--- config.mk ---
export PLATFORM = sky130hd
export DESIGN_NAME = sap_param_sequencer
export DESIGN_NICKNAME = d
export VERILOG_FILES = /design/src/rtl/sap_pkg.sv /design/src/rtl/sap_instr_decoder.sv /design/src/rtl/sap_param_sequencer.sv
export SDC_FILE = /design/constraint.sdc
export NUM_CORES = 1
export LEC_CHECK = 0
export CAP_MARGIN = 10
export CORE_MARGIN = 10
export CORE_UTILIZATION = 38
export DETAILED_ROUTE_END_ITERATION = 8
export PLACE_DENSITY = 0.78
export REMOVE_ABC_BUFFERS = 1
export SLEW_MARGIN = 20
export SYNTH_ARGS = -nofsm -noshare
export SYNTH_HDL_FRONTEND = slang
export SYNTH_SLANG_ARGS = --single-unit
--- constraint.sdc ---
create_clock -name clk -period 2.82 [get_ports clk]
set_clock_uncertainty 0.15 [all_clocks]
set_input_delay 0.282 -clock clk [delete_from_list [all_inputs] [get_ports clk]]
set_output_delay 0.282 -clock clk [all_outputs]
set_load 0.01 [all_outputs]
--- src/rtl/sap_pkg.sv ---
// SAP parametrised sequencer: shared opcodes,
// control-word bit indices and per-opcode helpers.
package sap_pkg;

  localparam int CTRL_W = 19;

  localparam int B_CP    = 18;
  localparam int B_EP    = 17;
  localparam int B_LMP   = 16;
  localparam int B_LMI   = 15;
  localparam int B_CEI   = 14;
  localparam int B_CEA   = 13;
  localparam int B_LI    = 12;
  localparam int B_EI    = 11;
  localparam int B_LARAM = 10;
  localparam int B_LAB   = 9;
  localparam int B_LALU  = 8;
  localparam int B_EATMP = 7;
  localparam int B_LTMPA = 6;
  localparam int B_LBTMP = 5;
  localparam int B_ETMPB = 4;
  localparam int B_EBA   = 3;
  localparam int B_SU    = 2;
  localparam int B_EU    = 1;
  localparam int B_LO    = 0;

  localparam logic [3:0] OP_LDA  = 4'h0;
  localparam logic [3:0] OP_XCHG = 4'h1;
  localparam logic [3:0] OP_ADD  = 4'h2;
  localparam logic [3:0] OP_SUB  = 4'h3;
  localparam logic [3:0] OP_MOVB = 4'h4;
  localparam logic [3:0] OP_OUT  = 4'hE;
  localparam logic [3:0] OP_HLT  = 4'hF;

  typedef enum logic {
    MODE_RING,
    MODE_HALT
  } mode_e;

  // Last T-state (1-based) that does work;
  // anything undefined behaves as a 4-state NOP.
  function automatic int unsigned last_t(
    input logic [3:0] op
  );
    case (op)
      OP_LDA:  return 5;
      OP_XCHG: return 6;
      OP_MOVB: return 5;
      default: return 4;
    endcase
  endfunction

endpackage

--- src/rtl/sap_instr_decoder.sv ---
// SAP instruction decoder: one-hot T-state plus
// opcode to control word and last-state flag.
module sap_instr_decoder
  import sap_pkg::*;
#(
  parameter int          OPCODE_W   = 4,
  parameter int          T_MAX      = 6,
  parameter int unsigned HLT_OPCODE = 4'hF
) (
  input  logic [T_MAX-1:0]    t_state_i,
  input  logic [OPCODE_W-1:0] opcode_i,
  output logic [CTRL_W-1:0]   ctrl_o,
  output logic                last_o,
  output logic                hlt_o
);

  logic [3:0]  op4;
  logic        legal;
  logic        exec;
  int unsigned lt;

  // Opcode qualification and last-state lookup.
  always_comb begin
    op4   = opcode_i[3:0];
    legal = ((opcode_i >> 4) == '0);
    hlt_o = (opcode_i == OPCODE_W'(HLT_OPCODE));
    exec  = legal && !hlt_o;
    lt    = exec ? last_t(op4) : 4;
    last_o = t_state_i[3'(lt - 1)];
  end

  // Control word for fetch and execute states.
  always_comb begin
    ctrl_o = '0;
    unique case (1'b1)
      t_state_i[0]: begin
        ctrl_o[B_EP]  = 1'b1;
        ctrl_o[B_LMP] = 1'b1;
      end
      t_state_i[1]: ctrl_o[B_CP] = 1'b1;
      t_state_i[2]: begin
        ctrl_o[B_CEI] = 1'b1;
        ctrl_o[B_LI]  = 1'b1;
      end
      t_state_i[3]: if (exec) begin
        case (op4)
          OP_LDA: begin
            ctrl_o[B_LMI] = 1'b1;
            ctrl_o[B_EI]  = 1'b1;
          end
          OP_XCHG, OP_MOVB: begin
            ctrl_o[B_EATMP] = 1'b1;
            ctrl_o[B_LTMPA] = 1'b1;
          end
          OP_ADD: begin
            ctrl_o[B_EU]   = 1'b1;
            ctrl_o[B_LALU] = 1'b1;
          end
          OP_SUB: begin
            ctrl_o[B_SU]   = 1'b1;
            ctrl_o[B_EU]   = 1'b1;
            ctrl_o[B_LALU] = 1'b1;
          end
          OP_OUT: ctrl_o[B_LO] = 1'b1;
          default: ;
        endcase
      end
      t_state_i[4]: if (exec) begin
        case (op4)
          OP_LDA: begin
            ctrl_o[B_CEA]   = 1'b1;
            ctrl_o[B_LARAM] = 1'b1;
          end
          OP_XCHG: begin
            ctrl_o[B_EBA] = 1'b1;
            ctrl_o[B_LAB] = 1'b1;
          end
          OP_MOVB: begin
            ctrl_o[B_ETMPB] = 1'b1;
            ctrl_o[B_LBTMP] = 1'b1;
          end
          default: ;
        endcase
      end
      t_state_i[5]: if (exec && op4 == OP_XCHG) begin
        ctrl_o[B_ETMPB] = 1'b1;
        ctrl_o[B_LBTMP] = 1'b1;
      end
      default: ;
    endcase
  end

endmodule

--- src/rtl/sap_param_sequencer.sv ---
// SAP parametrised sequencer: one-hot T-state
// ring with HALT, run gating and done strobe.
module sap_param_sequencer
  import sap_pkg::*;
#(
  parameter int          OPCODE_W   = 4,
  parameter int          T_MAX      = 6,
  parameter bit          EARLY_END  = 1'b1,
  parameter int unsigned HLT_OPCODE = 4'hF
) (
  input  logic                clk,
  input  logic                reset,
  input  logic                run,
  input  logic [OPCODE_W-1:0] opcode,
  output logic [CTRL_W-1:0]   ctrl,
  output logic [T_MAX-1:0]    t_state,
  output logic                instr_done,
  output logic                halted
);

  if (T_MAX < 6 || T_MAX > 8) begin : g_bad_tmax
    $error("T_MAX must be 6..8");
  end

  mode_e            mode_q, mode_d;
  logic [T_MAX-1:0] ring_q, ring_d;
  logic [CTRL_W-1:0] dec_ctrl;
  logic             last;
  logic             hlt_op;
  logic             hlt_now;
  logic             fin;
  logic             active;

  sap_instr_decoder #(
    .OPCODE_W   (OPCODE_W),
    .T_MAX      (T_MAX),
    .HLT_OPCODE (HLT_OPCODE)
  ) u_dec (
    .t_state_i (ring_q),
    .opcode_i  (opcode),
    .ctrl_o    (dec_ctrl),
    .last_o    (last),
    .hlt_o     (hlt_op)
  );

  // Next state: advance, wrap at instruction end, or halt.
  always_comb begin
    active  = run && !reset && (mode_q == MODE_RING);
    hlt_now = ring_q[3] && hlt_op;
    fin     = hlt_now ||
              (EARLY_END ? last : ring_q[T_MAX-1]);
    ring_d  = ring_q;
    mode_d  = mode_q;
    if (active) begin
      if (hlt_now) begin
        ring_d = '0;
        mode_d = MODE_HALT;
      end else if (fin) begin
        ring_d = T_MAX'(1);
      end else begin
        ring_d = {ring_q[T_MAX-2:0], 1'b0};
      end
    end
  end

  // State register; reset restarts at T1 and leaves HALT.
  always_ff @(posedge clk) begin
    if (reset) begin
      ring_q <= T_MAX'(1);
      mode_q <= MODE_RING;
    end else begin
      ring_q <= ring_d;
      mode_q <= mode_d;
    end
  end

  // Outputs are silent during reset, stall and HALT.
  always_comb begin
    ctrl       = active ? dec_ctrl : '0;
    t_state    = ring_q;
    instr_done = active && fin;
    halted     = (mode_q == MODE_HALT);
  end

  a_one_driver: assert property (
    @(posedge clk) disable iff (reset)
    $onehot0({ctrl[B_EI], ctrl[B_CEA], ctrl[B_EBA],
              ctrl[B_ETMPB], ctrl[B_EATMP], ctrl[B_EU]})
  ) else $error("multiple bus drivers");

  a_one_a_load: assert property (
    @(posedge clk) disable iff (reset)
    $onehot0({ctrl[B_LARAM], ctrl[B_LAB], ctrl[B_LALU]})
  ) else $error("multiple A-register loads");

endmodule

After elaboration in Yosys (flattened, before gate mapping). Index checks and enable logic that the tools add are counted.

Word-level logic and storage cells: 54. Output and inout port bits: 27. Input port bits: 7. Register bits: 7.

Reduce and logical (&&, ||, !) cells: 13. Bitwise operators: 1. $lt $le $gt $ge: 1. $add $sub $neg: 1. Eq/ne operators: 6. Muxes and demuxes: 30.

Operators with widths (count): two-way mux 19 bit (1); two-way mux 3 bit (5); two-way mux 2 bit (7); two-way mux 1 bit (12); two-way mux 6 bit (2); equality test 4 x 2 -> 1 bit (second input constant) (2); equality test 4 bit (second input constant) (2); one-hot mux 2 bit (2 select lines) (2); OR reduction 2 bit (3); logical AND 1 bit (5); equality test 4 x 1 -> 1 bit (second input constant) (1); equality test 4 x 3 -> 1 bit (second input constant) (1); logical NOT 4 bit (1); < comparator 3 x 4 -> 1 bit (second input constant) (1); binary-select mux 1 bit (select 3 bit) (1); subtractor 3 x 1 -> 3 bit (second input constant) (1); logical NOT 1 bit (2); AND reduction 2 bit (1); logical OR 1 bit (1); NOT 1 bit (1).

Depth between registers and ports, before layout.
Word-level depth: 10. Gate-level depth with buffers: 7. Gate-level depth less buffers: 6.

Modules after synthesis. Synthesis repeated with hierarchy kept, for this count alone.

Cells, all modules: 81. Area total of the unflattened synthesis: 623.1 um^2.

By module, submodules not included: sap_param_sequencer (sequential area each 140.1 um^2, cells each 46, area each 396.6 um^2, instances 1); sap_instr_decoder (sequential area each 0.0 um^2, cells each 35, area each 226.5 um^2, instances 1).

Worst setup path after synthesis. Ideal clock, no wire load.

Path kind: input port to output port. Start: in opcode[1]. End: out instr_done. Setup slack: 0.570 ns. Stages: 7. Data arrival time: 1.818 ns. Path buffers: 1. Required time: 2.388 ns. Cells stage by stage: nor3_4 -> inv_1 -> ha_1 -> buf_6 -> mux2i_1 -> mux4_2 -> a21oi_1.

Cells in the longest elaborated chain, start to end: 9. Elaborated cells on any way between the ends: 13. Those cells by class: add/sub: 1; eq/ne: 3; mux: 4; reduce/logical: 5.

Ends and longest elaborated chain: from (decl) (line sap_param_sequencer.sv:14) `input logic [OPCODE_W-1:0] opcode,`; equality test 4 x 3 -> 1 bit / logical NOT 4 bit (equally long branches) (line sap_pkg.sv:45) `case (op)`; OR reduction 2 bit (no source line); one-hot mux 2 bit (2 select lines) (line sap_pkg.sv:45); two-way mux 2 bit (line sap_instr_decoder.sv:28) `lt = exec ? last_t(op4) : 4;`; subtractor 3 x 1 -> 3 bit (line sap_instr_decoder.sv:29) `last_o = t_state_i[3'(lt - 1)];`; binary-select mux 1 bit (select 3 bit) (line sap_instr_decoder.sv:29); two-way mux 1 bit (not written as such) (line sap_instr_decoder.sv:29); logical OR 1 bit * (line sap_param_sequencer.sv:50) `fin = hlt_now ||`; logical AND 1 bit * (line sap_param_sequencer.sv:81) `instr_done = active && fin;`; to (decl) (line sap_param_sequencer.sv:17) `output logic instr_done,`.

Mark *: on every way between the ends. The rest lies on a longest branch, timed or not. The select of a mux whose other input is x is not followed.

Final worst setup path.
Start: in run. End: out ctrl[2].

Cells in the longest elaborated chain, start to end: 3.

Ends and longest elaborated chain: from (decl) (line sap_param_sequencer.sv:13) `input logic run,`; logical AND 1 bit (2 in a row) (line sap_param_sequencer.sv:48) `active = run && !reset && (mode_q == MODE_RING);`; two-way mux 19 bit (line sap_param_sequencer.sv:79) `ctrl = active ? dec_ctrl : '0;`; to (decl) (line sap_param_sequencer.sv:15) `output logic [CTRL_W-1:0] ctrl,`.

No other way between the ends.

==> qor.json <==
{
  "clock_network": {
    "cts.hold.buffers_added": 0,
    "htree_levels": 1,
    "cts_inserted_buffers": 3,
    "clock-root-buffer": "sky130_fd_sc_hd__clkbuf_4",
    "path_clk_slew_ns": 0.05,
    "clk-insertion-delay-late_ns": 0.25,
    "clock_tree_from_tritoncts": "yes",
    "cts_num_sinks": 7,
    "cts.path.max_buffers": 2
  },
  "power": {
    "power.density_nw_per_um2": 276,
    "p_leak_uw": 0.000447,
    "peak_supply_drop_mv": 0.260
  },
  "global_routing": {
    "grt_first_pass_wirelength_um": 3090,
    "antenna_found_initial": 0,
    "grt_max_degree": 11,
    "first_global_vias": 656,
    "grt_use_total_pct": 10.6,
    "grt_overflow_total": 0
  },
  "synthesis": {
    "mapped_cell_area_um2": 639,
    "yosys.cell_types.count": 37,
    "asyncSetResetFlopFracSynth_pct": 0,
    "ys_dominant_reg_cell": "sky130_fd_sc_hd__dfxtp_1",
    "synth_area_leaders": "sky130_fd_sc_hd__dfxtp_1 22%, sky130_fd_sc_hd__buf_4 9.4%, sky130_fd_sc_hd__mux4_2 7.0%",
    "ys_seq_area_share_pct": 21.9,
    "synth_top_cell_by_area": "sky130_fd_sc_hd__dfxtp_1",
    "synth_enable_flop_cells": 0,
    "yosys_warnings": 0,
    "synth_top_cell_area_share_pct": 21.9,
    "syn_inst": 69,
    "synth.ff_latch_count": 7,
    "synth_area_per_cell_um2": 9.27
  },
  "layout": {
    "fillerInstances": 125,
    "area_growth_pct": 60.7,
    "final-instance-count-excl-fill": 122,
    "finish.utilization_pct": 66.6,
    "final_net_count": 115,
    "ant_diodes": 0,
    "finish.instance_area_um2": 1030,
    "post_route_cells_drive_above_1_share_pct": 22.6
  },
  "timing": {
    "worst_pin_slew_ns": 0.324,
    "timing.final.hold_violations": 0,
    "setup_total_negative_slack_ns": 0,
    "final-setup-viol-count": 0,
    "min_period_ns": 2.72,
    "final_cycle_share_pct": 96.5,
    "maxSlewHeadroom_pct": 78.2,
    "worst_slack_ns": 0.0999,
    "rsz0062_at_grt": "no",
    "clock.fmax_ghz": 0.368,
    "final-max-slew-violation-count": 0
  },
  "worst_setup_path": {
    "worst_path_cell_trace": "clkdlybuf4s50_1 > or3b_1 > nor4_2 > and2_1 > clkdlybuf4s50_1",
    "cp_slowest_stage_delay_ns": 0.53,
    "worst_path_most_repeated_cell": "sky130_fd_sc_hd__clkdlybuf4s50_1",
    "critPathKind": "in -> out",
    "r2r_setup_slk_ns": 1.07,
    "crit_fanout": 7,
    "rr_startpoint": "t_state[3]",
    "critPathRequiredTime_ns": 2.39,
    "crit_start": "run",
    "path_delay_family": "buffers and inverters",
    "critical_path_at_ns": 2.29,
    "slowest_cell_on_the_critical_path": "sky130_fd_sc_hd__clkdlybuf4s50_1",
    "worstSetupStartpointType": "input pin",
    "timing.reg2reg.worst_path_depth": 4,
    "worstSetupEndpointType": "primary output",
    "timing.critical_path.buf_inv": 2,
    "reg2reg_to": "t_state[3]"
  },
  "place": {
    "placed_cells": 118,
    "io_buffer_count": 33,
    "post_place_worst_slack_ns": -0.286,
    "place_congestion": 0.776,
    "dp_hpwl_um": 1670,
    "post_dp_cell_area_um2": 992
  },
  "routing": {
    "drt_first_iter_violations": 12,
    "detail_route.first_pass.iterations": 4,
    "post_drt_via_cell_ratio": 5.48,
    "via_count": 669,
    "drt-total-wl_um": 2000,
    "ant_nets": 0,
    "drcViolationCount": 0,
    "routed_wire_length_per_instance_um": 16.4
  },
  "hold_path": {
    "holdCritStartpoint": "halted",
    "min_delay_worst_endpoint": "halted",
    "min_delay_path_depth": 2,
    "min_path_type": "reg -> reg"
  },
  "floorplanning": {
    "die_y_um": 61.0,
    "std_cell_rows": 14,
    "initial_utilization_pct": 41.5,
    "die_area_um2": 3720,
    "design.core.area_um2": 1540,
    "ios": 34,
    "floorplan.die.width_um": 61.0
  },
  "run_status": {
    "status": "finished clean"
  },
  "job": {
    "cap_violations": 0
  }
}
-- stage by stage --
step                      hold WS [ns]  total power [uW]
after detailed placement         0.380               196
after global placement           0.384               194
final                            0.393               284
after floorplan                  0.204               145
after CTS                        0.401               288
after global routing             0.447               299
-- placed cells by master, fill, tap and decap left out, types with 2 or more instances in the layout --
cell,Yosys,routed
sky130_fd_sc_hd__and2_2,2,2
sky130_fd_sc_hd__nor2_1,4,4
sky130_fd_sc_hd__mux4_2,2,2
sky130_fd_sc_hd__dlymetal6s2s_1,0,3
sky130_fd_sc_hd__buf_4,8,11
sky130_fd_sc_hd__nand3b_1,2,2
sky130_fd_sc_hd__a32o_1,2,2
sky130_fd_sc_hd__clkdlybuf4s50_1,0,29
sky130_fd_sc_hd__and3_1,5,5
sky130_fd_sc_hd__nand2_1,4,4
sky130_fd_sc_hd__nor3b_1,2,2
sky130_fd_sc_hd__dfxtp_1,7,7
sky130_fd_sc_hd__clkbuf_4,0,3
sky130_fd_sc_hd__and2_1,4,4
sky130_fd_sc_hd__mux2i_1,2,2
-- cells in the mapped netlist, types with 2 or more instances --
cell                       n
sky130_fd_sc_hd__a32o_1    2
sky130_fd_sc_hd__and2_1    4
sky130_fd_sc_hd__and2_2    2
sky130_fd_sc_hd__and3_1    5
sky130_fd_sc_hd__buf_4     8
sky130_fd_sc_hd__dfxtp_1   7
sky130_fd_sc_hd__mux2i_1   2
sky130_fd_sc_hd__mux4_2    2
sky130_fd_sc_hd__nand2_1   4
sky130_fd_sc_hd__nand3b_1  2
sky130_fd_sc_hd__nor2_1    4
sky130_fd_sc_hd__nor3b_1   2
-- per-layer routing --
metal / up-vias / wire (um) / GRT usage [%]
met1: 310 / 836 / 12.4
met5: - / 0 / 0
met4: 0 / 3 / 2.82
met2: 28 / 948 / 16.6
li1: 329 / - / -
met3: 2 / 212 / 5.56
-- worst max path at each step --
stage	to	cells after the start	slack, ns
4_1_cts	instr_done	9	0.02
5_1_grt	ctrl[2]	5	0.03
6_report	ctrl[2]	5	0.1
2_1_floorplan	instr_done	6	0.57
3_3_place_gp	instr_done	9	-0.27
3_5_place_dp	instr_done	9	-0.29
-- where the power goes --
| part | total [uW] | switching [uW] | leakage [uW] | internal [uW] |
|---|---|---|---|---|
| logic | 83.4 | 35.3 | 0.000375 | 48.1 |
| registers | 111 | 6.82 | 0.0000571 | 104 |
| clock network | 89.8 | 35.9 | 0.0000150 | 53.9 |
-- worst register-to-register path: cells and delay by family, from the launching register on --
| kind | cells | cell delay (ns) |
|---|---|---|
| flip-flops | 1 | 0.50 |
| multiplexers | 1 | 0.49 |
| AO/OA/AOI/OAI | 1 | 0.26 |
| buffers and inverters | 1 | 0.17 |
| AND/OR/NAND/NOR | 1 | 0.08 |
-- flip-flops by register name, summed over array words and instances (netlist names) --
| register | cells |
|---|---|
| halted | 1 |
| t_state | 6 |
-- final cells by class --
type | instances | area [um2] | share of cell area (%)
Inverter | 1 | 3.75 | 0.365
Tap cell | 16 | 20.0 | 1.95
Clock buffer | 4 | 26.3 | 2.56
Multi-Input combinational cell | 50 | 418 | 40.7
Sequential cell | 7 | 140 | 13.6
Timing Repair Buffer | 44 | 419 | 40.8
-- timing repair --
action,4_1_cts,5_1_grt
pin swaps,0,0
resized for setup,2,3
hold endpoints to repair,0,0
setup buffers,0,0
endpoints found under the setup margin,1,1
-- cell families after synthesis --
group	count (synthesis)	share of synthesized area [%]
simple gates	32	33.7
mux	6	14.3
flops	7	21.9
fa+ha+maj	1	1.96
buf+inv	12	13.1
compound gates	11	15.1
No activity file was read; power rests on OpenSTA's default activity.
